**src/rtl/flowing_led_pkg.sv**
```systemverilog
// Shared constants for the flowing-LED controller: mode encodings, bounce/fill
// direction and the pattern loaded on reset or on a mode change.
package flowing_led_pkg;

  localparam logic [1:0] MODE_ROT_L  = 2'b00;
  localparam logic [1:0] MODE_ROT_R  = 2'b01;
  localparam logic [1:0] MODE_BOUNCE = 2'b10;
  localparam logic [1:0] MODE_FILL   = 2'b11;

  typedef enum logic {
    DIR_LEFT  = 1'b0,
    DIR_RIGHT = 1'b1
  } dir_e;

  // Wide enough for the largest legal LED bank; users slice to LED_W.
  localparam logic [63:0] LED_RESET_PAT = 64'd1;

endpackage

```
**src/rtl/led_tick_gen.sv**
```systemverilog
// Step-rate prescaler: one tick every step_div+1 enabled cycles, frozen while
// en is low, and cleared by clr (which also suppresses the tick).
module led_tick_gen #(
  parameter int DIV_W = 26
) (
  input  logic             clk,
  input  logic             rstn,
  input  logic             en,
  input  logic             clr,
  input  logic [DIV_W-1:0] step_div,
  output logic             tick
);

  localparam logic [DIV_W-1:0] CNT_ONE  = {{(DIV_W-1){1'b0}}, 1'b1};
  localparam logic [DIV_W-1:0] CNT_ZERO = {DIV_W{1'b0}};

  logic [DIV_W-1:0] cnt_q;
  logic [DIV_W-1:0] cnt_d;
  logic             hit_s;

  // step_div is compared live, so lowering it below cnt waits for the natural wrap.
  assign hit_s = (cnt_q == step_div);
  assign tick  = en & hit_s & ~clr;

  // Next prescaler count.
  always_comb begin
    cnt_d = cnt_q;
    if (clr) begin
      cnt_d = CNT_ZERO;
    end else if (en) begin
      if (hit_s) begin
        cnt_d = CNT_ZERO;
      end else begin
        cnt_d = cnt_q + CNT_ONE;
      end
    end else begin
      cnt_d = cnt_q;
    end
  end

  // Prescaler register.
  always_ff @(posedge clk or negedge rstn) begin
    if (!rstn) begin
      cnt_q <= CNT_ZERO;
    end else begin
      cnt_q <= cnt_d;
    end
  end

endmodule

```
**src/rtl/flowing_led_ctrl.sv**
```systemverilog
// LED_W-wide flowing-LED controller: rotate-left/right, bounce and fill/drain
// patterns with a programmable step rate. Build option FLOWING_LED_ACTIVE_LOW_EN
// inverts the led port for common-anode boards.
module flowing_led_ctrl
  import flowing_led_pkg::*;
#(
  parameter int LED_W = 8,
  parameter int DIV_W = 26
) (
  input  logic             clk,
  input  logic             rstn,
  input  logic             en,
  input  logic [1:0]       mode,
  input  logic [DIV_W-1:0] step_div,
  output logic [LED_W-1:0] led,
  output logic             step,
  output logic             wrap
);

  localparam logic [LED_W-1:0] RST_PAT  = LED_RESET_PAT[LED_W-1:0];
  localparam logic [LED_W-1:0] ALL_ONES = {LED_W{1'b1}};

  logic [1:0]       mode_q;
  logic [1:0]       mode_d;
  logic [LED_W-1:0] led_q;
  logic [LED_W-1:0] led_d;
  dir_e             dir_q;
  dir_e             dir_d;
  logic             step_q;
  logic             step_d;
  logic             wrap_q;
  logic             wrap_d;

  logic             mode_chg_s;
  logic             tick_s;
  logic [LED_W-1:0] pat_nxt_s;
  dir_e             dir_nxt_s;

  assign mode_chg_s = (mode != mode_q);

  led_tick_gen #(
    .DIV_W (DIV_W)
  ) u_tick_gen (
    .clk      (clk),
    .rstn     (rstn),
    .en       (en),
    .clr      (mode_chg_s),
    .step_div (step_div),
    .tick     (tick_s)
  );

  // Pattern and direction that a tick would produce in the current mode.
  always_comb begin
    pat_nxt_s = led_q;
    dir_nxt_s = dir_q;
    case (mode_q)
      MODE_ROT_L: begin
        pat_nxt_s = {led_q[LED_W-2:0], led_q[LED_W-1]};
      end
      MODE_ROT_R: begin
        pat_nxt_s = {led_q[0], led_q[LED_W-1:1]};
      end
      MODE_BOUNCE: begin
        if (dir_q == DIR_LEFT) begin
          pat_nxt_s = {led_q[LED_W-2:0], 1'b0};
          if (led_q[LED_W-2]) begin
            dir_nxt_s = DIR_RIGHT;
          end else begin
            dir_nxt_s = DIR_LEFT;
          end
        end else begin
          pat_nxt_s = {1'b0, led_q[LED_W-1:1]};
          if ({1'b0, led_q[LED_W-1:1]} == RST_PAT) begin
            dir_nxt_s = DIR_LEFT;
          end else begin
            dir_nxt_s = DIR_RIGHT;
          end
        end
      end
      MODE_FILL: begin
        if (dir_q == DIR_LEFT) begin
          pat_nxt_s = {led_q[LED_W-2:0], 1'b1};
          if ({led_q[LED_W-2:0], 1'b1} == ALL_ONES) begin
            dir_nxt_s = DIR_RIGHT;
          end else begin
            dir_nxt_s = DIR_LEFT;
          end
        end else begin
          pat_nxt_s = {1'b0, led_q[LED_W-1:1]};
          if ({1'b0, led_q[LED_W-1:1]} == RST_PAT) begin
            dir_nxt_s = DIR_LEFT;
          end else begin
            dir_nxt_s = DIR_RIGHT;
          end
        end
      end
      default: begin
        pat_nxt_s = led_q;
        dir_nxt_s = dir_q;
      end
    endcase
  end

  // Next state: a mode change reloads and wins over a coincident tick.
  always_comb begin
    mode_d = mode;
    led_d  = led_q;
    dir_d  = dir_q;
    step_d = 1'b0;
    wrap_d = 1'b0;
    if (mode_chg_s) begin
      led_d = RST_PAT;
      dir_d = DIR_LEFT;
    end else if (tick_s) begin
      led_d  = pat_nxt_s;
      dir_d  = dir_nxt_s;
      step_d = 1'b1;
      wrap_d = (pat_nxt_s == RST_PAT);
    end else begin
      led_d = led_q;
      dir_d = dir_q;
    end
  end

  // Pattern, direction and strobe registers.
  always_ff @(posedge clk or negedge rstn) begin
    if (!rstn) begin
      mode_q <= MODE_ROT_L;
      led_q  <= RST_PAT;
      dir_q  <= DIR_LEFT;
      step_q <= 1'b0;
      wrap_q <= 1'b0;
    end else begin
      mode_q <= mode_d;
      led_q  <= led_d;
      dir_q  <= dir_d;
      step_q <= step_d;
      wrap_q <= wrap_d;
    end
  end

`ifdef FLOWING_LED_ACTIVE_LOW_EN
  assign led = ~led_q;
`else
  assign led = led_q;
`endif
  assign step = step_q;
  assign wrap = wrap_q;

endmodule

```
**config.mk**
```make
export PLATFORM = sky130hd
export DESIGN_NAME = flowing_led_ctrl
export DESIGN_NICKNAME = d
export VERILOG_FILES = /design/src/rtl/flowing_led_pkg.sv /design/src/rtl/led_tick_gen.sv /design/src/rtl/flowing_led_ctrl.sv
export SDC_FILE = /design/constraint.sdc
export NUM_CORES = 1
export LEC_CHECK = 0
export CAP_MARGIN = 20
export CORE_UTILIZATION = 59
export CTS_CLUSTER_SIZE = 40
export DETAILED_ROUTE_END_ITERATION = 7
export DONT_BUFFER_PORTS = 1
export PLACE_DENSITY = 0.73
export SLEW_MARGIN = 10
export SYNTH_ARGS = -nofsm -noshare
export SYNTH_HDL_FRONTEND = slang
export SYNTH_SLANG_ARGS = --single-unit
```
**constraint.sdc**
```tcl
create_clock -name clk -period 5.65 [get_ports clk]
set_input_delay 1.13 -clock clk [delete_from_list [all_inputs] [get_ports clk]]
set_output_delay 1.13 -clock clk [all_outputs]
set_load 0.02 [all_outputs]
```
Word-level counts from Yosys, hierarchy flattened
Index checks and enable logic that the tools add are counted.

word-level totals
  logic and storage cells = 43
  register bits after elaboration = 39
  output and inout port bits = 10
  bits of input ports = 31

operators by class
  add/subtract/negate cells = 1
  bitwise gates (word level) = 3
  eq/ne operators = 8
  muxes and demuxes = 20
  reductions and logical operators = 5

operators with widths
  cell                                                              number
  26-bit 2-to-1 mux                                                 3
  8-bit 2-to-1 mux                                                  4
  8-bit case mux with 4 select lines                                1
  26-bit by 1-bit adder with 26-bit output (second input constant)  1
  26-bit == test                                                    1
  1-bit 2-to-1 mux                                                  11
  8-bit by 1-bit == test with 1-bit output (second input constant)  1
  7-bit by 1-bit == test with 1-bit output (second input constant)  1
  7-bit == test (second input constant)                             1
  2-bit == test (second input constant)                             2
  2-bit nonzero test                                                2
  3-bit nonzero test                                                1
  1-bit AND                                                         2
  2-bit by 1-bit == test with 1-bit output (second input constant)  1
  2-bit zero test                                                   1
  2-bit != test                                                     1
  1-bit case mux with 2 select lines                                1
  2-bit AND reduction                                               1
  1-bit inverter                                                    1

Depth between registers and ports, before layout
Gate-level depths: netlist of the first run.

  depth after elaboration = 6
  gate-level depth with buffers = 8

Modules after synthesis
Synthesis of the first run repeated with hierarchy kept, for this count alone.

second synthesis, totals
  cells, all modules = 249
  area, all modules = 2476.1 um^2

by module, submodules not included
  module            area an instance (um^2)  sequential area each (um^2)  cells each  times used
  led_tick_gen      1729.2                   650.6                        177         1
  flowing_led_ctrl  747.0                    326.6                        72          1

Worst setup path before layout of the first run
No wires, ideal clock.

  path kind = input port to flip-flop
  start point = input port step_div[2]
  end point = register dir_q
  arrival = 2734 ps
  cell stages on the path = 6
  setup time = 127 ps
  buffers on the path = 0
  path slack = 2788 ps
  cell sequence = xor2_1 > or4_4 > nor4_4 > a21o_4 > a21boi_2 > mux2_1

on the way
  word-level cells in the longest chain between the ends = 5

RTL lines
  what                           RTL line                 source
  start, declared                flowing_led_ctrl.sv:14   input logic [DIV_W-1:0] step_div,
  26-bit == test                 led_tick_gen.sv:22       assign hit_s = (cnt_q == step_div);
  1-bit AND (2 in series)        led_tick_gen.sv:23       assign tick = en & hit_s & ~clr;
  2-bit nonzero test (no line)   n/a
  2-bit AND reduction (no line)  n/a
  end signal, assigned           flowing_led_ctrl.sv:136  dir_q <= dir_d;
  end, declared                  flowing_led_ctrl.sv:27   dir_e dir_q;

No other way between the ends.
A chain may end at the register's enable or synchronous reset.

Worst setup path in the final report of the first run
  start point = input port step_div[12]
  end point = register dir_q

The elaborated chain is that of the path after synthesis.

==> results by group, run 1 <==
Outcome
  • Status: finished, final reports clean

Timing
  • Relative slew margins: 0.3378
  • Clk_skew: 0.006697 ns
  • Fmax: 339.6 MHz
  • Final Hold Fails: 0
  • Period utilization: 0.5211
  • Final Max Slew Viols: 0
  • Post-layout min period: 2.944 ns
  • Unrepaired setup endpoints after global routing: false
  • # setup viols final: 0
  • Worst slew pin tran: 0.9657 ns
  • Setup TNS: 0 ns

Drt
  • Post-route ant nets: 0
  • # DRC: 0
  • Initial detailed-routing violation count: 167
  • Final WL: 5.511 mm
  • Drt pass-1 iters: 4
  • Vias: 1954
  • Routed vias/inst: 6.164
  • WL/cell: 17.38 µm

Power
  • Combinational Power Share: 0.078
  • Flop pwr share: 0.551
  • P_int: 381.0 µW
  • Switching share of power: 0.2595
  • Clock power frac: 0.370
  • Psw: 133.5 µW
  • Worst VDD drop: 149.2 µV
  • Power Density: 203.4 mW/mm²
  • Static Leak: 0.0009507 µW

Setup path
  • Crit Path Class: in -> reg
  • CP Capture Type: flip-flop
  • Slowest CP cell: nor4_1
  • Crit path max fanout: 26
  • CP peak stage delay: 0.69 ns
  • Startpoint Class: input port
  • Path depth of the worst reg2reg path: 6
  • Crit Reg-Reg Endpoint: dir_q
  • Worst reg-to-reg setup slack: 3.03 ns
  • Crit-path cells: xnor2_1 > nand4_1 > nor4_1 > a21o_4 > a21boi_2 > mux2_1
  • CP Data Arrival Time: 3.13 ns
  • R2R Path Start: u_tick_gen.cnt_q[12]
  • Worst Path Required: 5.84 ns

Layout
  • Fin nets: 300
  • Diodes inserted: 0
  • FILL cells: 331
  • Post-Layout Cell Count: 317
  • Sequential cell area: 977.2 µm²
  • P&R area growth vs syn: 3.852%
  • Final core occ: 0.6660
  • Multi-input gate area: 0.001351 mm²
  • Layout cells sized above 1: 0.06691

Synthesis
  • Sequential share of the synthesized area: 0.4011
  • Synthesized Nets: 304
  • Ranking of synthesized cells by area: dfrtp_1 39%, xnor2_1 9.0%, xor2_1 5.8%, nand4_1 4.4%, nor2_1 3.9%
  • Largest area contributor in the netlist: dfrtp_1
  • Top_reg_cell synth: dfrtp_1
  • EDFF count, synth: 0
  • Mean post-synth cell area: 8.956 µm²
  • Mapped Area: 0.002436 mm²
  • Cells after synthesis: 272
  • Synthesized flop and latch total: 39
  • Most frequent cell after synthesis: dfrtp_1
  • Commonest cells in the synthesized netlist: 38 x dfrtp_1, 25 x nor2_1, 25 x xnor2_1
  • Cell variety after synth: 43
  • Post-synth top area share: 0.3903
  • Post-synth ARST share: 1.000
  • Yosys warns: 0

GRT
  • First-pass GRT wire length: 9.363 mm
  • Initial antenna violation count: 0
  • Pin count of the biggest net entering global routing: 40
  • GR Overflow Total: 0
  • Vias in the first global route: 1954
  • GRT Total Usage: 0.2918

Clock network
  • Clock transition at path regs: 0.08 ns
  • TritonCTS buffer count: 5
  • Post-CTS Repair Setup Buffers: 0
  • Hold bufs inserted after CTS: 0
  • PostCTS Resize Cnt: 0
  • Clk_lat worst skew: 0.30 ns
  • Clk buf depth: 2
  • Clock Sink Count: 39
  • H-Tree Depth: 2
  • CTS tree: built
  • Root Buffer: clkbuf_8

Floorplan
  • Initial core utilization: 0.6413
  • IO Pins: 41
  • Die Y: 66.26 µm
  • Die Wd: 66.26 µm
  • Core area: 0.003799 mm²
  • FP Rows: 22
  • Die area: 0.004390 mm²

Place
  • Placed insts: 309
  • HPWL Detailed: 4.060 mm
  • Routability Congestion: 0.8998
  • Port buffer count: 0

Job
  • MaxCap Viol Count: 0

Hold path
  • Min-delay worst type: in -> async
==> stage by stage <==
step | total power, µW | hold WS (ns) | cell area [µm²] | worst slack (ns)
6_report | 514.5 | 0.5136 | 2530 | 2.706
5_1_grt | 533.6 | 0.4913 | 2530 | 2.637
4_1_cts | 517.4 | 0.5036 | 2530 | 2.742
3_5_place_dp | 329.1 | 0.5184 | 2441 | 2.431
3_3_place_gp | 328.7 | 0.5221 | 2441 | 2.554
2_1_floorplan | 321.6 | 0.4868 | 2436 | 2.788
==> registers in the layout (all words and copies together) (netlist names) <==
register          cells
dir_q                 1
led                   8
mode_q                2
wrap                  1
step                  1
u_tick_gen.cnt_q     26
==> worst max path at each step <==
stage,startpoint,endpoint,cells past startpoint
after floorplan,step_div[2],dir_q,6
after global placement,step_div[2],dir_q,6
after detailed placement,step_div[12],dir_q,6
after CTS,step_div[12],dir_q,6
after global routing,step_div[12],dir_q,6
final,step_div[12],dir_q,6
==> kinds of logic after synthesis <==
kind of cell / synth area share
compound gates: 0.1294
xor+xnor: 0.1474
fa+ha+maj: 0.005135
buf+inv: 0.04417
flops: 0.4011
mux: 0.01284
simple gates: 0.2599
==> layout make-up <==
cell class / instances / area share
sequential: 39 / 0.3863
inverter: 14 / 0.02077
clock buffer: 5 / 0.02720
multi-input combinational: 208 / 0.5341
tap: 48 / 0.02374
clock inverter: 3 / 0.007913
==> per-layer routing <==
metal  GRT usage  vias up  wire, µm
met1      0.4073      923      2649
met3     0.08276        7       337
met5           0        -         0
met4     0.07447        0        71
li1            -      968         -
met2      0.4439       56      2452
==> worst max-delay path: cells and delay by family <==
| kind | cells | cell delay, ns |
|---|---|---|
| XOR/XNOR | 1 | 0.21 |
| AO/OA/AOI/OAI | 2 | 0.59 |
| AND/OR/NAND/NOR | 2 | 0.88 |
| multiplexers | 1 | 0.32 |
==> placed cells by master, fill, tap and decap left out, types with 3 or more instances in the layout <==
cell / n
o21ai_0: 10
o22ai_1: 7
nand2_1: 18
nor2b_1: 3
inv_1: 14
a21oi_1: 15
o31ai_1: 5
a41oi_1: 4
clkbuf_8: 5
dfrtp_1: 38
nor3_1: 6
and2_1: 8
xnor2_1: 25
nor4_1: 6
nand4_1: 17
nor2_1: 25
nand3_1: 15
xor2_1: 16
==> power groups by stage <==
stage | clock (µW) | combinational (µW) | sequential, µW
6_report | 191 | 40.3 | 284
4_1_cts | 194 | 40.2 | 284
3_5_place_dp | 0 | 40.1 | 289
2_1_floorplan | 0 | 34.0 | 288
5_1_grt | 205 | 44.9 | 284
3_3_place_gp | 0 | 39.7 | 289
Note: power is estimated with default switching activity, not from simulation.
==> inputs of run 2 (changes only) <==
CORE_UTILIZATION = 57   (was 59)
clock period = 2.6 ns   (was 5.65 ns; I/O delays follow)
==> results by group, run 2 (synthesis gave the netlist of run 1 again) <==
Power
  • Static Leak: 0.001017 µW (+7.0%)
  • Combinational Power Share: 0.086 (+0.008)
  • Power Density: 474.3 mW/mm² (+130%)
  • P_int: 959.7 µW (+150%)
  • Flop pwr share: 0.493 (-0.058)
  • Switching share of power: 0.2318 (-0.02768)
  • Worst VDD drop: 310.5 µV (+110%)
  • Clock power frac: 0.421 (+0.051)
  • Psw: 289.6 µW (+120%)

Timing
  • Clk_skew: 0.007948 ns (+0.001252 ns)
  • Period utilization: 0.9203
  • Final Max Slew Viols: 0 (unchanged)
  • Post-layout min period: 2.393 ns
  • Relative slew margins: 0.6680 (+0.3302)
  • Final Hold Fails: 0 (unchanged)
  • # setup viols final: 0 (unchanged)
  • Setup TNS: 0 ns (unchanged)
  • Unrepaired setup endpoints after global routing: false
  • Fmax: 417.9 MHz
  • Worst slew pin tran: 0.4942 ns (-0.4715 ns)

Floorplan
  • Die Y: 67.38 µm (+1.7%)
  • IO Pins: 41 (unchanged)
  • Initial core utilization: 0.6004 (-0.04093)
  • Die area: 0.004539 mm² (+3.4%)
  • Core area: 0.004058 mm² (+6.8%)
  • FP Rows: 23 (+4.5%)
  • Die Wd: 67.38 µm (+1.7%)

Drt
  • WL/cell: 16.98 µm (-2.4%)
  • Initial detailed-routing violation count: 186 (+11%)
  • Post-route ant nets: 0 (unchanged)
  • Final WL: 5.551 mm (+0.73%)
  • # DRC: 0 (unchanged)
  • Routed vias/inst: 6.098 (-1.1%)
  • Vias: 1994 (+2.0%)
  • Drt pass-1 iters: 4 (unchanged)

GRT
  • GRT Total Usage: 0.2673 (-0.02445)
  • Pin count of the biggest net entering global routing: 39 (-2.5%)
  • First-pass GRT wire length: 8.873 mm (-5.2%)
  • GR Overflow Total: 0 (unchanged)
  • Initial antenna violation count: 0 (unchanged)
  • Vias in the first global route: 1818 (-7.0%)

Layout
  • Fin nets: 308 (+2.7%)
  • Max FFs per register: 26 (unchanged)
  • P&R area growth vs syn: 8.115%
  • FILL cells: 315 (-4.8%)
  • Most flops, register: u_tick_gen.cnt_q
  • Diodes inserted: 0 (unchanged)
  • Layout cells sized above 1: 0.09386 (+0.02695)
  • Commonest non-fill, non-tap cell in the layout: dfrtp_1
  • Final Instance Area: 0.002634 mm² (+4.1%)
  • Commonest non-fill, non-tap cells in the layout: 38 x dfrtp_1, 25 x xnor2_1, 25 x nor2_1
  • Final core occ: 0.6491 (-0.01692)

Setup path
  • Slowest CP cell: or4b_1
  • Crit-path cells: xor2_1 > or4b_1 > nor4b_2 > nand3_2 > a41oi_1 > o31ai_1
  • CP Capture Type: flip-flop
  • CP Data Arrival Time: 2.56 ns (-0.57 ns)
  • Crit Path Class: reg -> reg
  • CP peak stage delay: 0.53 ns (-0.16 ns)
  • Crit path max fanout: 13 (-50%)
  • Buf/Inv on CP: 0 (unchanged)
  • Worst Path Required: 2.76 ns (-3.08 ns)
  • Startpoint Class: flip-flop
  • Family with the most delay on the worst path: simple AND/OR/NAND/NOR gates

Clock network
  • Clk_lat worst skew: 0.29 ns (about the same)
  • Clock Sink Count: 39 (unchanged)
  • Clk buf depth: 2 (unchanged)
  • H-Tree Depth: 2 (unchanged)
  • Clock transition at path regs: 0.08 ns (about the same)
  • TritonCTS buffer count: 5 (unchanged)
  • Post-CTS Repair Setup Buffers: 0 (unchanged)
  • CTS tree: built
  • Root Buffer: clkbuf_8

Hold path
  • Min-delay worst type: in -> async

Place
  • Placed Instance Area: 0.002496 mm² (+2.3%)
  • Routability Congestion: 0.8973 (-0.28%)
  • HPWL Detailed: 4.017 mm (-1.1%)
  • Port buffer count: 0 (unchanged)

Outcome
  • Status: finished, final reports clean

Job
  • MaxCap Viol Count: 0 (unchanged)
-- run 2: cell count changes in the layout (fill, tap and decap cells not counted) --
| cell | previous run | this run |
|---|---|---|
| buf_12 | 0 | 1 |
| buf_4 | 0 | 7 |
| bufinv_16 | 0 | 1 |
| clkbuf_8 | 5 | 6 |
| clkinvlp_4 | 2 | 0 |
-- run 2: final timing paths --
check / startpoint / endpoint / slack (ns) / cells past startpoint
max in group asynchronous: rstn / u_tick_gen.cnt_q[9] / 2.35 / 1
worst min register to register: u_tick_gen.cnt_q[23] / u_tick_gen.cnt_q[23] / 0.54 / 1
worst max-delay path: u_tick_gen.cnt_q[2] / u_tick_gen.cnt_q[18] / 0.21 / 6
worst min-delay path: rstn / u_tick_gen.cnt_q[0] / 0.06 / 1
min in group clk: mode[0] / mode_q[0] / 0.25 / 0
worst max register to register: u_tick_gen.cnt_q[2] / u_tick_gen.cnt_q[18] / 0.21 / 6
-- run 2: area by class of cell --
| cell class | count | area [µm²] | area share |
|---|---|---|---|
| Timing Repair Buffer | 8 | 72.57 | 0.02755 |
| Clock inverter | 2 | 35.03 | 0.01330 |
| Sequential cell | 39 | 977.2 | 0.3710 |
| Inverter | 14 | 52.55 | 0.01995 |
| Clock buffer | 6 | 82.58 | 0.03135 |
| Tap cell | 50 | 62.56 | 0.02375 |
| Multi-Input combinational cell | 208 | 1351 | 0.5131 |
-- run 2: timing repair --
| item | 4_1_cts | 5_1_grt |
|---|---|---|
| hold buffers | 1 | 0 |
| endpoints found under the hold margin | 38 | 0 |
| gates resized for setup | 0 | 0 |
-- run 2: power groups by stage --
stage               logic, µW  clock network (µW)  registers, µW
CTS                       108                 533            616
finish                    108                 526            616
global route              120                 559            616
global placement         91.6                   0            628
detailed placement       91.9                   0            628
floorplan                73.8                   0            625
-- run 2: worst register-to-register path, stage by stage, from the launching register on --
cell	delay (ns)
dfrtp_1	0.46
xor2_1	0.22
or4b_1	0.53
nor4b_2	0.34
nand3_2	0.31
a41oi_1	0.30
o31ai_1	0.11
-- run 2: routing by layer --
layer / vias to the layer above / global-route usage / routed length, µm
met2: 73 / 0.3650 / 2442
li1: 981 / - / -
met5: - / 0 / 0
met1: 932 / 0.3983 / 2590
met3: 8 / 0.07939 / 428
met4: 0 / 0.08511 / 90
-- run 2: per-stage QoR --
| step | cells | setup WS [ns] | hold slack [ns] | power [µW] |
|---|---|---|---|---|
| floorplan | 272 | 0.3485 | 0.2244 | 698.9 |
| global placement | 318 | 0.2680 | 0.2254 | 719.8 |
| detailed placement | 318 | 0.2207 | 0.2254 | 719.8 |
| CTS | 327 | 0.2410 | 0.05444 | 1257 |
| global route | 327 | 0.07424 | 0.04504 | 1295 |
| finish | 327 | 0.2071 | 0.05570 | 1249 |
==> inputs of run 3 (changes only) <==
CORE_MARGIN = 4   (was not set)
MAX_ROUTING_LAYER = met4   (was not set)
==> results by group, run 3 (synthesis gave the netlist of run 1 again) <==
Clock network
  • Clk_lat worst skew: 0.29 ns (about the same)
  • TritonCTS buffer count: 5 (unchanged)
  • H-Tree Depth: 2 (unchanged)
  • Clk buf depth: 2 (unchanged)
  • PostCTS Resize Cnt: 0 (unchanged)
  • Root Buffer: clkbuf_8
  • Clock Sink Count: 39 (unchanged)
  • Clock transition at path regs: 0.08 ns (about the same)
  • CTS tree: built

Timing
  • Period utilization: 0.9184 (-0.001993)
  • Final Hold Fails: 0 (unchanged)
  • Worst slew pin tran: 0.4776 ns (-0.01653 ns)
  • Fmax: 418.8 MHz (+0.22%)
  • Relative slew margins: 0.6791 (+0.01111)
  • # setup viols final: 0 (unchanged)
  • Clk_skew: 0.006133 ns (-0.001816 ns)
  • Setup TNS: 0 ns (unchanged)
  • Final Max Slew Viols: 0 (unchanged)
  • Unrepaired setup endpoints after global routing: false
  • Post-layout min period: 2.388 ns (-0.005181 ns)

Setup path
  • Startpoint Class: flip-flop
  • Worst Path Required: 2.77 ns (about the same)
  • CP Data Arrival Time: 2.56 ns (about the same)
  • R2R Path Start: u_tick_gen.cnt_q[2]
  • CP Capture Type: flip-flop
  • Crit Path Class: reg -> reg
  • Path depth of the worst reg2reg path: 6 (unchanged)
  • CP peak stage delay: 0.53 ns (about the same)
  • Worst reg-to-reg setup slack: 0.21 ns (about the same)
  • Crit Reg-Reg Endpoint: u_tick_gen.cnt_q[23]
  • Slowest CP cell: or4b_1
  • Crit path max fanout: 13 (unchanged)
  • Crit-path cells: xor2_1 > or4b_1 > nor4b_2 > nand3_2 > a41oi_1 > o31ai_1

Drt
  • # DRC: 0 (unchanged)
  • Final WL: 5.712 mm (+2.9%)
  • Initial detailed-routing violation count: 238 (+28%)
  • Vias: 2014 (+1.0%)
  • Drt pass-1 iters: 4 (unchanged)
  • WL/cell: 17.41 µm (+2.6%)
  • Routed vias/inst: 6.140 (+0.70%)
  • Post-route ant nets: 0 (unchanged)

GRT
  • Met2 Usage GRT: 0.3347 (-0.03034)
  • GRT Total Usage: 0.2352 (-0.03211)
  • GRT busiest layer: met2
  • GR Util met3: 0.07661 (-0.002785)
  • First-pass GRT wire length: 9.335 mm (+5.2%)
  • Grt met1 use: 0.3301 (-0.06817)
  • Initial antenna violation count: 0 (unchanged)
  • GR Overflow Total: 0 (unchanged)
  • Pin count of the biggest net entering global routing: 39 (unchanged)
  • Vias in the first global route: 1898 (+4.4%)

Floorplan
  • IO Pins: 41 (unchanged)
  • Die Wd: 73.38 µm (+8.9%)
  • FP Rows: 23 (unchanged)
  • Core area: 0.004058 mm² (unchanged)
  • Die Y: 73.38 µm (+8.9%)
  • Die area: 0.005384 mm² (+19%)
  • Initial core utilization: 0.6004 (unchanged)

Hold path
  • Min-delay worst type: in -> async

Layout
  • Post-Layout Cell Count: 328 (+0.31%)
  • Diodes inserted: 0 (unchanged)
  • Fin nets: 309 (+0.32%)
  • P&R area growth vs syn: 6.934%
  • Commonest non-fill, non-tap cells in the layout: 38 x dfrtp_1, 25 x xnor2_1, 25 x nor2_1
  • Most flops, register: u_tick_gen.cnt_q
  • Layout cells sized above 1: 0.08993 (-0.003935)
  • Max FFs per register: 26 (unchanged)
  • Commonest non-fill, non-tap cell in the layout: dfrtp_1

Place
  • Placed insts: 319 (+0.31%)
  • Port buffer count: 0 (unchanged)
  • HPWL Detailed: 4.254 mm (+5.9%)
  • Routability Congestion: 0.9102 (+1.4%)

Job
  • MaxCap Viol Count: 0 (unchanged)

Power
  • Power Density: 428.9 mW/mm² (-9.6%)
  • Total power: 1117 µW (-11%)
  • Static Leak: 0.001004 µW (-1.3%)
  • Worst VDD drop: 386.1 µV (+24%)

Outcome
  • Status: finished, final reports clean
## run 3: cell count changes in the layout (fill, tap and decap cells not counted), sizes merged
cell	change
buf	+1
clkbuf	+1
bufinv	-1
## run 3: worst max path at each step
| stage | endpoint | cells past startpoint | start |
|---|---|---|---|
| 2_1_floorplan | dir_q | 6 | step_div[2] |
| 3_3_place_gp | u_tick_gen.cnt_q[18] | 6 | step_div[2] |
| 3_5_place_dp | u_tick_gen.cnt_q[23] | 6 | step_div[2] |
| 4_1_cts | u_tick_gen.cnt_q[23] | 6 | u_tick_gen.cnt_q[2] |
| 5_1_grt | u_tick_gen.cnt_q[25] | 6 | u_tick_gen.cnt_q[2] |
| 6_report | u_tick_gen.cnt_q[23] | 6 | u_tick_gen.cnt_q[2] |
## run 3: final cells by class
cell class / instances / area, µm²
inverters: 14 / 52.55
well taps: 50 / 62.56
clock buffers: 7 / 76.32
clock inverters: 1 / 5.005
flip-flops and latches: 39 / 977.2
repair buffers: 9 / 80.08
multi-input cells: 208 / 1351
fillers: 335 / 1453
## run 3: power breakdown
| group | switching [µW] | internal [µW] |
|---|---|---|
| Clock | 207 | 188 |
| Combinational | 66.2 | 39.7 |
| Sequential | 6.29 | 610 |
## run 3: critical path, delay by kind of cell (launching register included)
kind,cells,cell delay (ns)
DFF,1,0.46
xor gates and xnor gates,1,0.23
AOI/OAI and AO/OA,2,0.42
and+or+nand+nor,3,1.16
## run 3: what timing repair did
action,CTS,global route
hold buffers,1,0
setup endpoints to repair,0,0
setup buffers,0,0
hold endpoints to repair,38,0
## run 3: routing by layer
layer | part of all wire | vias to the layer above
met4 | 0.0091 | 0
li1 | - | 980
met5 | 0 | -
met3 | 0.091 | 6
met1 | 0.44 | 968
met2 | 0.46 | 60
## run 3: per-stage QoR
stage / setup slack (ns) / utilization / hold WS, ns / cell area, µm²
2_1_floorplan: 0.3485 / - / 0.2244 / 2436
3_3_place_gp: 0.2643 / 0.6170 / 0.2256 / 2504
3_5_place_dp: 0.1933 / 0.6170 / 0.2255 / 2504
4_1_cts: 0.2108 / 0.6420 / 0.05774 / 2605
5_1_grt: 0.04997 / 0.6420 / 0.04415 / 2605
6_report: 0.2123 / 0.6420 / 0.05845 / 2605
==> RTL edit 1 (flow settings as in run 2) <==
Register the input `mode` before use, without a reset. The logic sees it one clock later. The other inputs are not delayed to match.
--- a/src/rtl/flowing_led_ctrl.sv
+++ b/src/rtl/flowing_led_ctrl.sv
@@ -20,6 +20,12 @@
   localparam logic [LED_W-1:0] RST_PAT  = LED_RESET_PAT[LED_W-1:0];
   localparam logic [LED_W-1:0] ALL_ONES = {LED_W{1'b1}};
 
+  logic [1:0] mode_r;
+
+  always_ff @(posedge clk) begin
+    mode_r <= mode;
+  end
+
   logic [1:0]       mode_q;
   logic [1:0]       mode_d;
   logic [LED_W-1:0] led_q;
@@ -36,7 +42,7 @@
   logic [LED_W-1:0] pat_nxt_s;
   dir_e             dir_nxt_s;
 
-  assign mode_chg_s = (mode != mode_q);
+  assign mode_chg_s = (mode_r != mode_q);
 
   led_tick_gen #(
     .DIV_W (DIV_W)
@@ -103,7 +109,7 @@
 
   // Next state: a mode change reloads and wins over a coincident tick.
   always_comb begin
-    mode_d = mode;
+    mode_d = mode_r;
     led_d  = led_q;
     dir_d  = dir_q;
     step_d = 1'b0;
Check against the original RTL: not equivalent (Yosys sat finds a counterexample within 4 cycles, from zero or initial values and one cycle with rstn low).
==> RTL edit 1 against run 2 <==
  * Via count increased by 3.7%
  * Cell count rose by 0.92%
  * Routed wire length grew 4.3%
  * Largest cell class unchanged
  * Power increased by 0.83%
  * Setup slack improved by 0.062 ns
  * Design area is 1.7% higher
  * Area after synthesis is 3.3% higher
  * Sequential cell count grew 2
==> RTL edit 1: results (changes against run 2) <==
### Run status
* **status** complete, no violations

### Logic synthesis
* **yosys warns** 0, unchanged
* **commonest cells in the netlist** sky130_fd_sc_hd__dfrtp_1, sky130_fd_sc_hd__nand2_1, sky130_fd_sc_hd__xnor2_1
* **net count of the mapped netlist** 311, +2.3%
* **post-synthesis cell type count** 48, +12%
* **cell count after synthesis** 279, +2.6%
* **asr flop ratio synth** 95.1%, -4.9 points
* **Synth area leaders** sky130_fd_sc_hd__dfrtp_1, sky130_fd_sc_hd__xnor2_1, sky130_fd_sc_hd__xor2_1
* **sequential fraction of the synthesis area** 40.4%, +0.31 points

### Drt
* **number of DRC violations after detailed-routing iteration 0** 286, +54%
* **first drt pass iteration count** 4, unchanged
* **via density per instance** 6.27, +2.8%
* **wire length per cell after detailed routing** 17.6 um, +3.4%
* **drt total wl** 5.79 mm, +4.3%

### STA
* **post-route clock skew** 0.00848 ns, +0.000533 ns
* **final-report setup violation count** 0, unchanged
* **Hold WS** 0.0476 ns, -0.00814 ns
* **total negative setup slack** 0 ns, unchanged
* **worst slew slack as a fraction of its limit** 69.0%, +2.2 points

### Global route
* **first-pass GRT wire length** 9.49 mm, +6.9%
* **via count of the first global-routing pass** 1933, +6.3%
* **overall fraction of global-route tracks in use** 28.1%, +1.4 points
* **initial antenna violation count** 0, unchanged
* **maximum number of pins on one net before global-route repair** 39, unchanged

### Setup path
* **largest stage delay on the critical path** 0.57 ns, +0.04 ns
* **slowest CP cell** sky130_fd_sc_hd__or4_4
* **worst path arrival time** 2.50 ns, -0.06 ns
* **FF-to-FF setup slack** 0.27 ns, +0.06 ns
* **highest net fanout along the worst path** 15, +2
* **cell family contributing the most delay on the critical path** simple AND/OR/NAND/NOR gates

### Cells and area
* **Top reg by flops** u_tick_gen.cnt_q
* **Largest register FFs** 26, unchanged
* **antenna cell count** 0, unchanged
* **share of final-layout standard cells stronger than drive strength 1** 8.93%, -0.46 points

### Placed design
* **HPWL Detailed** 4.16 mm, +3.6%
* **Port Buffer Count** 0, unchanged
* **Post-Place Cells** 321, +0.94%
* **routability-driven placement congestion ratio** 0.871, -2.9%

### Clock tree
* **Clk Latency, worst-skew pair** 0.30 ns
* **Worst-path clk slew** 0.08 ns, about the same
* **CTS max path bufs** 2, unchanged
* **clock root buffer** sky130_fd_sc_hd__clkbuf_8
* **number of buffers inserted during clock tree synthesis** 5, unchanged
* **number of H-tree levels** 2, unchanged
* **Setup Fix Bufs, Post-CTS** 0, unchanged

### Power and ir drop
* **standby leakage power** 1.00 nW, -1.3%
* **worst vdd rail ir drop** 0.436 mV, +41%

### Min path
* **Min-Delay Path Class** in2async

[RTL edit 1: cell types whose count changed after synthesis, sizes merged, moves of 3 or more]
cell	run 2	this run
inv	14	8
o31ai	5	1
nor4	8	5
nand2	18	29
o21ai	10	6
buf	6	10
and2	8	1
o211ai	2	7
a41oi	4	0
[RTL edit 1: path summary, 6_finish.rpt]
check,end,depth (start not counted),from
worst max-delay path,u_tick_gen.cnt_q[18],6,u_tick_gen.cnt_q[10]
worst min-delay path,led[1],1,rstn
worst max register to register,u_tick_gen.cnt_q[18],6,u_tick_gen.cnt_q[10]
worst min register to register,mode_q[0],0,mode_d[0]
max in group asynchronous,u_tick_gen.cnt_q[3],1,rstn
min in group clk,mode_d[0],0,mode[0]
[RTL edit 1: per-stage QoR]
| step | instance area (um2) | worst slack [ns] |
|---|---|---|
| CTS | 2680 | 0.270 |
| global route | 2680 | 0.153 |
| floorplan | 2520 | 0.342 |
| finish | 2680 | 0.269 |
| detailed placement | 2550 | 0.258 |
| global placement | 2550 | 0.292 |
[RTL edit 1: what timing repair did]
item                                   CTS  global route
endpoints found under the hold margin   38             0
hold buffers                             1             0
resized for setup                        0             0
[RTL edit 1: area by class of cell]
cell class / count / area (um2)
clock buffers: 6 / 72.6
clock inverters: 2 / 35.0
fillers: 356 / 1440
inverters: 9 / 33.8
multi-input cells: 215 / 1390
flip-flops and latches: 41 / 1020
well taps: 50 / 62.6
repair buffers: 7 / 65.1
[RTL edit 1: per-layer routing]
| layer | global-route usage, % | up-vias | part of all wire (%) |
|---|---|---|---|
| li1 | - | 1002 | - |
| met1 | 40.9 | 984 | 47 |
| met2 | 40.0 | 73 | 45 |
| met3 | 6.50 | 9 | 6.4 |
| met4 | 10.7 | 0 | 1.5 |
| met5 | 0 | - | 0 |
[RTL edit 1: cells by family after synthesis]
family | synth area share (%)
simple gates | 27.3
compound gates | 12.0
xor+xnor | 14.3
flops | 40.4
buf+inv | 4.28
mux | 1.24
fa+ha+maj | 0.497
[RTL edit 1: power breakdown]
group          switching (mW)  total [mW]  internal (mW)
logic                  0.0671       0.107         0.0403
registers             0.00861       0.650          0.642
clock network           0.217       0.502          0.285
total                   0.293        1.26          0.967
==> RTL edit 2 (flow settings as in run 2) <==
Without the edit above. `DIV_W` is set to 26 in 2 places; all go to 34.
--- a/src/rtl/led_tick_gen.sv
+++ b/src/rtl/led_tick_gen.sv
@@ -1,7 +1,7 @@
 // Step-rate prescaler: one tick every step_div+1 enabled cycles, frozen while
 // en is low, and cleared by clr (which also suppresses the tick).
 module led_tick_gen #(
-  parameter int DIV_W = 26
+  parameter int DIV_W = 34
 ) (
   input  logic             clk,
   input  logic             rstn,
--- a/src/rtl/flowing_led_ctrl.sv
+++ b/src/rtl/flowing_led_ctrl.sv
@@ -5,7 +5,7 @@
   import flowing_led_pkg::*;
 #(
   parameter int LED_W = 8,
-  parameter int DIV_W = 26
+  parameter int DIV_W = 34
 ) (
   input  logic             clk,
   input  logic             rstn,
Ports: changed (resized step_div); port bits go from 41 to 49. The function was not compared with the original's and may differ.
==> RTL edit 2 against run 2 <==
  * Cell count increased by 22%
  * Area after synthesis increased by 21%
  * Global-route usage increased by 0.058 points
  * Sequential cell count increased by 8
  * Power increased by 5.3%
  * Design area increased by 19%
  * Routed wire length increased by 20%
  * Hold slack got worse by 0.0046 ns
  * Setup slack improved by 0.14 ns
  * Clock skew decreased by 0.0037 ns
  * Sequential share of layout area increased by 0.52 points
  * Combinational power increased by 28%
  * Critical path type unchanged
  * Highest routed layer unchanged
==> RTL edit 2: results (changes against run 2) <==
### Run status
* **status** complete, no violations

### Setup path
* **worst reg2reg startpoint** u_tick_gen.cnt_q[5]
* **cell family contributing the most delay on the critical path** simple AND/OR/NAND/NOR gates
* **critical setup path kind** reg2reg
* **highest net fanout along the worst path** 8, -5
* **slowest CP cell** sky130_fd_sc_hd__dfrtp_1
* **worst path arrival time** 2.44 ns, -0.12 ns
* **number of cells on the worst reg-to-reg path** 7, +1
* **critical path capture point** u_tick_gen.cnt_q[31]
* **largest stage delay on the critical path** 0.48 ns, -0.05 ns

### Global route
* **via count of the first global-routing pass** 2302, +27%
* **overall fraction of global-route tracks in use** 26.8%, +0.058 points
* **maximum number of pins on one net before global-route repair** 47, +21%
* **first-pass GRT wire length** 10.9 mm, +23%

### Power and ir drop
* **standby leakage power** 1.34 nW, +31%
* **worst vdd rail ir drop** 0.410 mV, +32%
* **Int Power** 0.975 mW, +1.6%

### Placed design
* **DP Worst Slack** 0.277 ns, +0.0561 ns
* **HPWL Detailed** 4.94 mm, +23%
* **Post-Place Cells** 390, +23%
* **Post-DP Area** 3020 um2, +21%
* **routability-driven placement congestion ratio** 0.806, -10%

### STA
* **Slew @ Worst Pin** 0.573 ns, +0.0785 ns
* **post-route clock skew** 0.00421 ns, -0.00374 ns
* **Max Clock Freq** 0.443 GHz, +6.0%

### Clock tree
* **quantity of gates resized following cts** 0, unchanged
* **Clk Latency, worst-skew pair** 0.30 ns
* **CTS max path bufs** 2, unchanged
* **number of H-tree levels** 2, unchanged
* **number of buffers inserted during clock tree synthesis** 5, unchanged
* **quantity of hold-fixing buffers added after cts** 1, unchanged

### Logic synthesis
* **commonest cells in the netlist** sky130_fd_sc_hd__xor2_1, sky130_fd_sc_hd__dfrtp_1, sky130_fd_sc_hd__nor2_1
* **post-synthesis cell type count** 44, +2.3%
* **cell count after synthesis** 327, +20%
* **Synth area leaders** sky130_fd_sc_hd__dfrtp_1, sky130_fd_sc_hd__xor2_1, sky130_fd_sc_hd__nor2_1
* **sequential fraction of the synthesis area** 39.9%, -0.17 points

### Drt
* **drt total wl** 6.68 mm, +20%
* **first drt pass iteration count** 4, unchanged
* **via density per instance** 5.97, -2.0%
* **number of DRC violations after detailed-routing iteration 0** 132, -29%

### Cells and area
* **number of standard cells in the final layout excluding fillers** 399, +22%
* **nets@finish** 371, +20%
* **Layout fillers** 414, +31%
* **Largest register FFs** 34, +31%
* **share of final-layout standard cells stronger than drive strength 1** 7.83%, -1.6 points

### Min path
* **Min-Delay Path Class** in2async

==> RTL edit 2: cell count changes in the layout (fill, tap and decap cells not counted), sizes merged, moves of 3 or more <==
cell and delta:
nor4 +5, a41oi -4, o22ai +3, o21ai -3
xor2 +33, nor3 +3, nor2 +9, dfrtp +8
xnor2 -17, nand2 +8, and3 +5
==> RTL edit 2: worst min path at each step <==
stage / start / end / slack (ns) / cells after the start
2_1_floorplan: rstn / dir_q / 0.22 / 0
3_3_place_gp: rstn / u_tick_gen.cnt_q[31] / 0.23 / 0
3_5_place_dp: rstn / u_tick_gen.cnt_q[31] / 0.23 / 0
4_1_cts: rstn / led[0] / 0.04 / 0
5_1_grt: rstn / led[0] / 0.04 / 0
6_report: rstn / led[0] / 0.05 / 0
==> RTL edit 2: logic make-up (layout without fill, tap and decap cells) <==
group                      count (synthesis)  count (layout)  share of synthesized area [%]
and+or+nand+nor                          140             140                           25.5
buffers and inverters                     27              32                           4.75
AOI/OAI and AO/OA                         52              52                           11.4
DFF                                       47              47                           39.9
muxes                                      3               3                           1.02
xor gates and xnor gates                  57              57                           16.9
adders and majority gates                  1               1                          0.424
==> RTL edit 2: power groups by stage <==
| stage | Clock [mW] | Sequential [mW] | Combinational (mW) |
|---|---|---|---|
| 2_1_floorplan | 0 | 0.752 | 0.0991 |
| 3_3_place_gp | 0 | 0.756 | 0.118 |
| 3_5_place_dp | 0 | 0.756 | 0.119 |
| 4_1_cts | 0.438 | 0.742 | 0.139 |
| 5_1_grt | 0.460 | 0.742 | 0.155 |
| 6_report | 0.436 | 0.742 | 0.138 |
==> RTL edit 2: per-layer routing <==
layer | global-route usage (%) | wire length, um | vias to the layer above
li1 | - | - | 1165
met1 | 38.1 | 3160 | 1158
met2 | 40.4 | 3120 | 51
met3 | 6.31 | 283 | 10
met4 | 8.55 | 112 | 0
met5 | 0 | 0 | -
==> RTL edit 2: worst reg2reg max path: cells and delay by family (launching register included) <==
kind | cells | cell delay, ns
and+or+nand+nor | 2 | 0.76
DFF | 1 | 0.48
AOI/OAI and AO/OA | 3 | 0.48
buffers and inverters | 1 | 0.24
xor gates and xnor gates | 1 | 0.19
==> RTL edit 2: layout make-up <==
cell class                 count  area (um2)  share of cell area (%)
tap                           67        83.8                    2.68
sequential                    47        1180                    37.6
multi-input combinational    253        1630                    52.1
clock buffer                   7        76.3                    2.44
clock inverter                 1        5.00                   0.160
timing repair buffer           9         100                    3.20
inverter                      15        56.3                    1.80
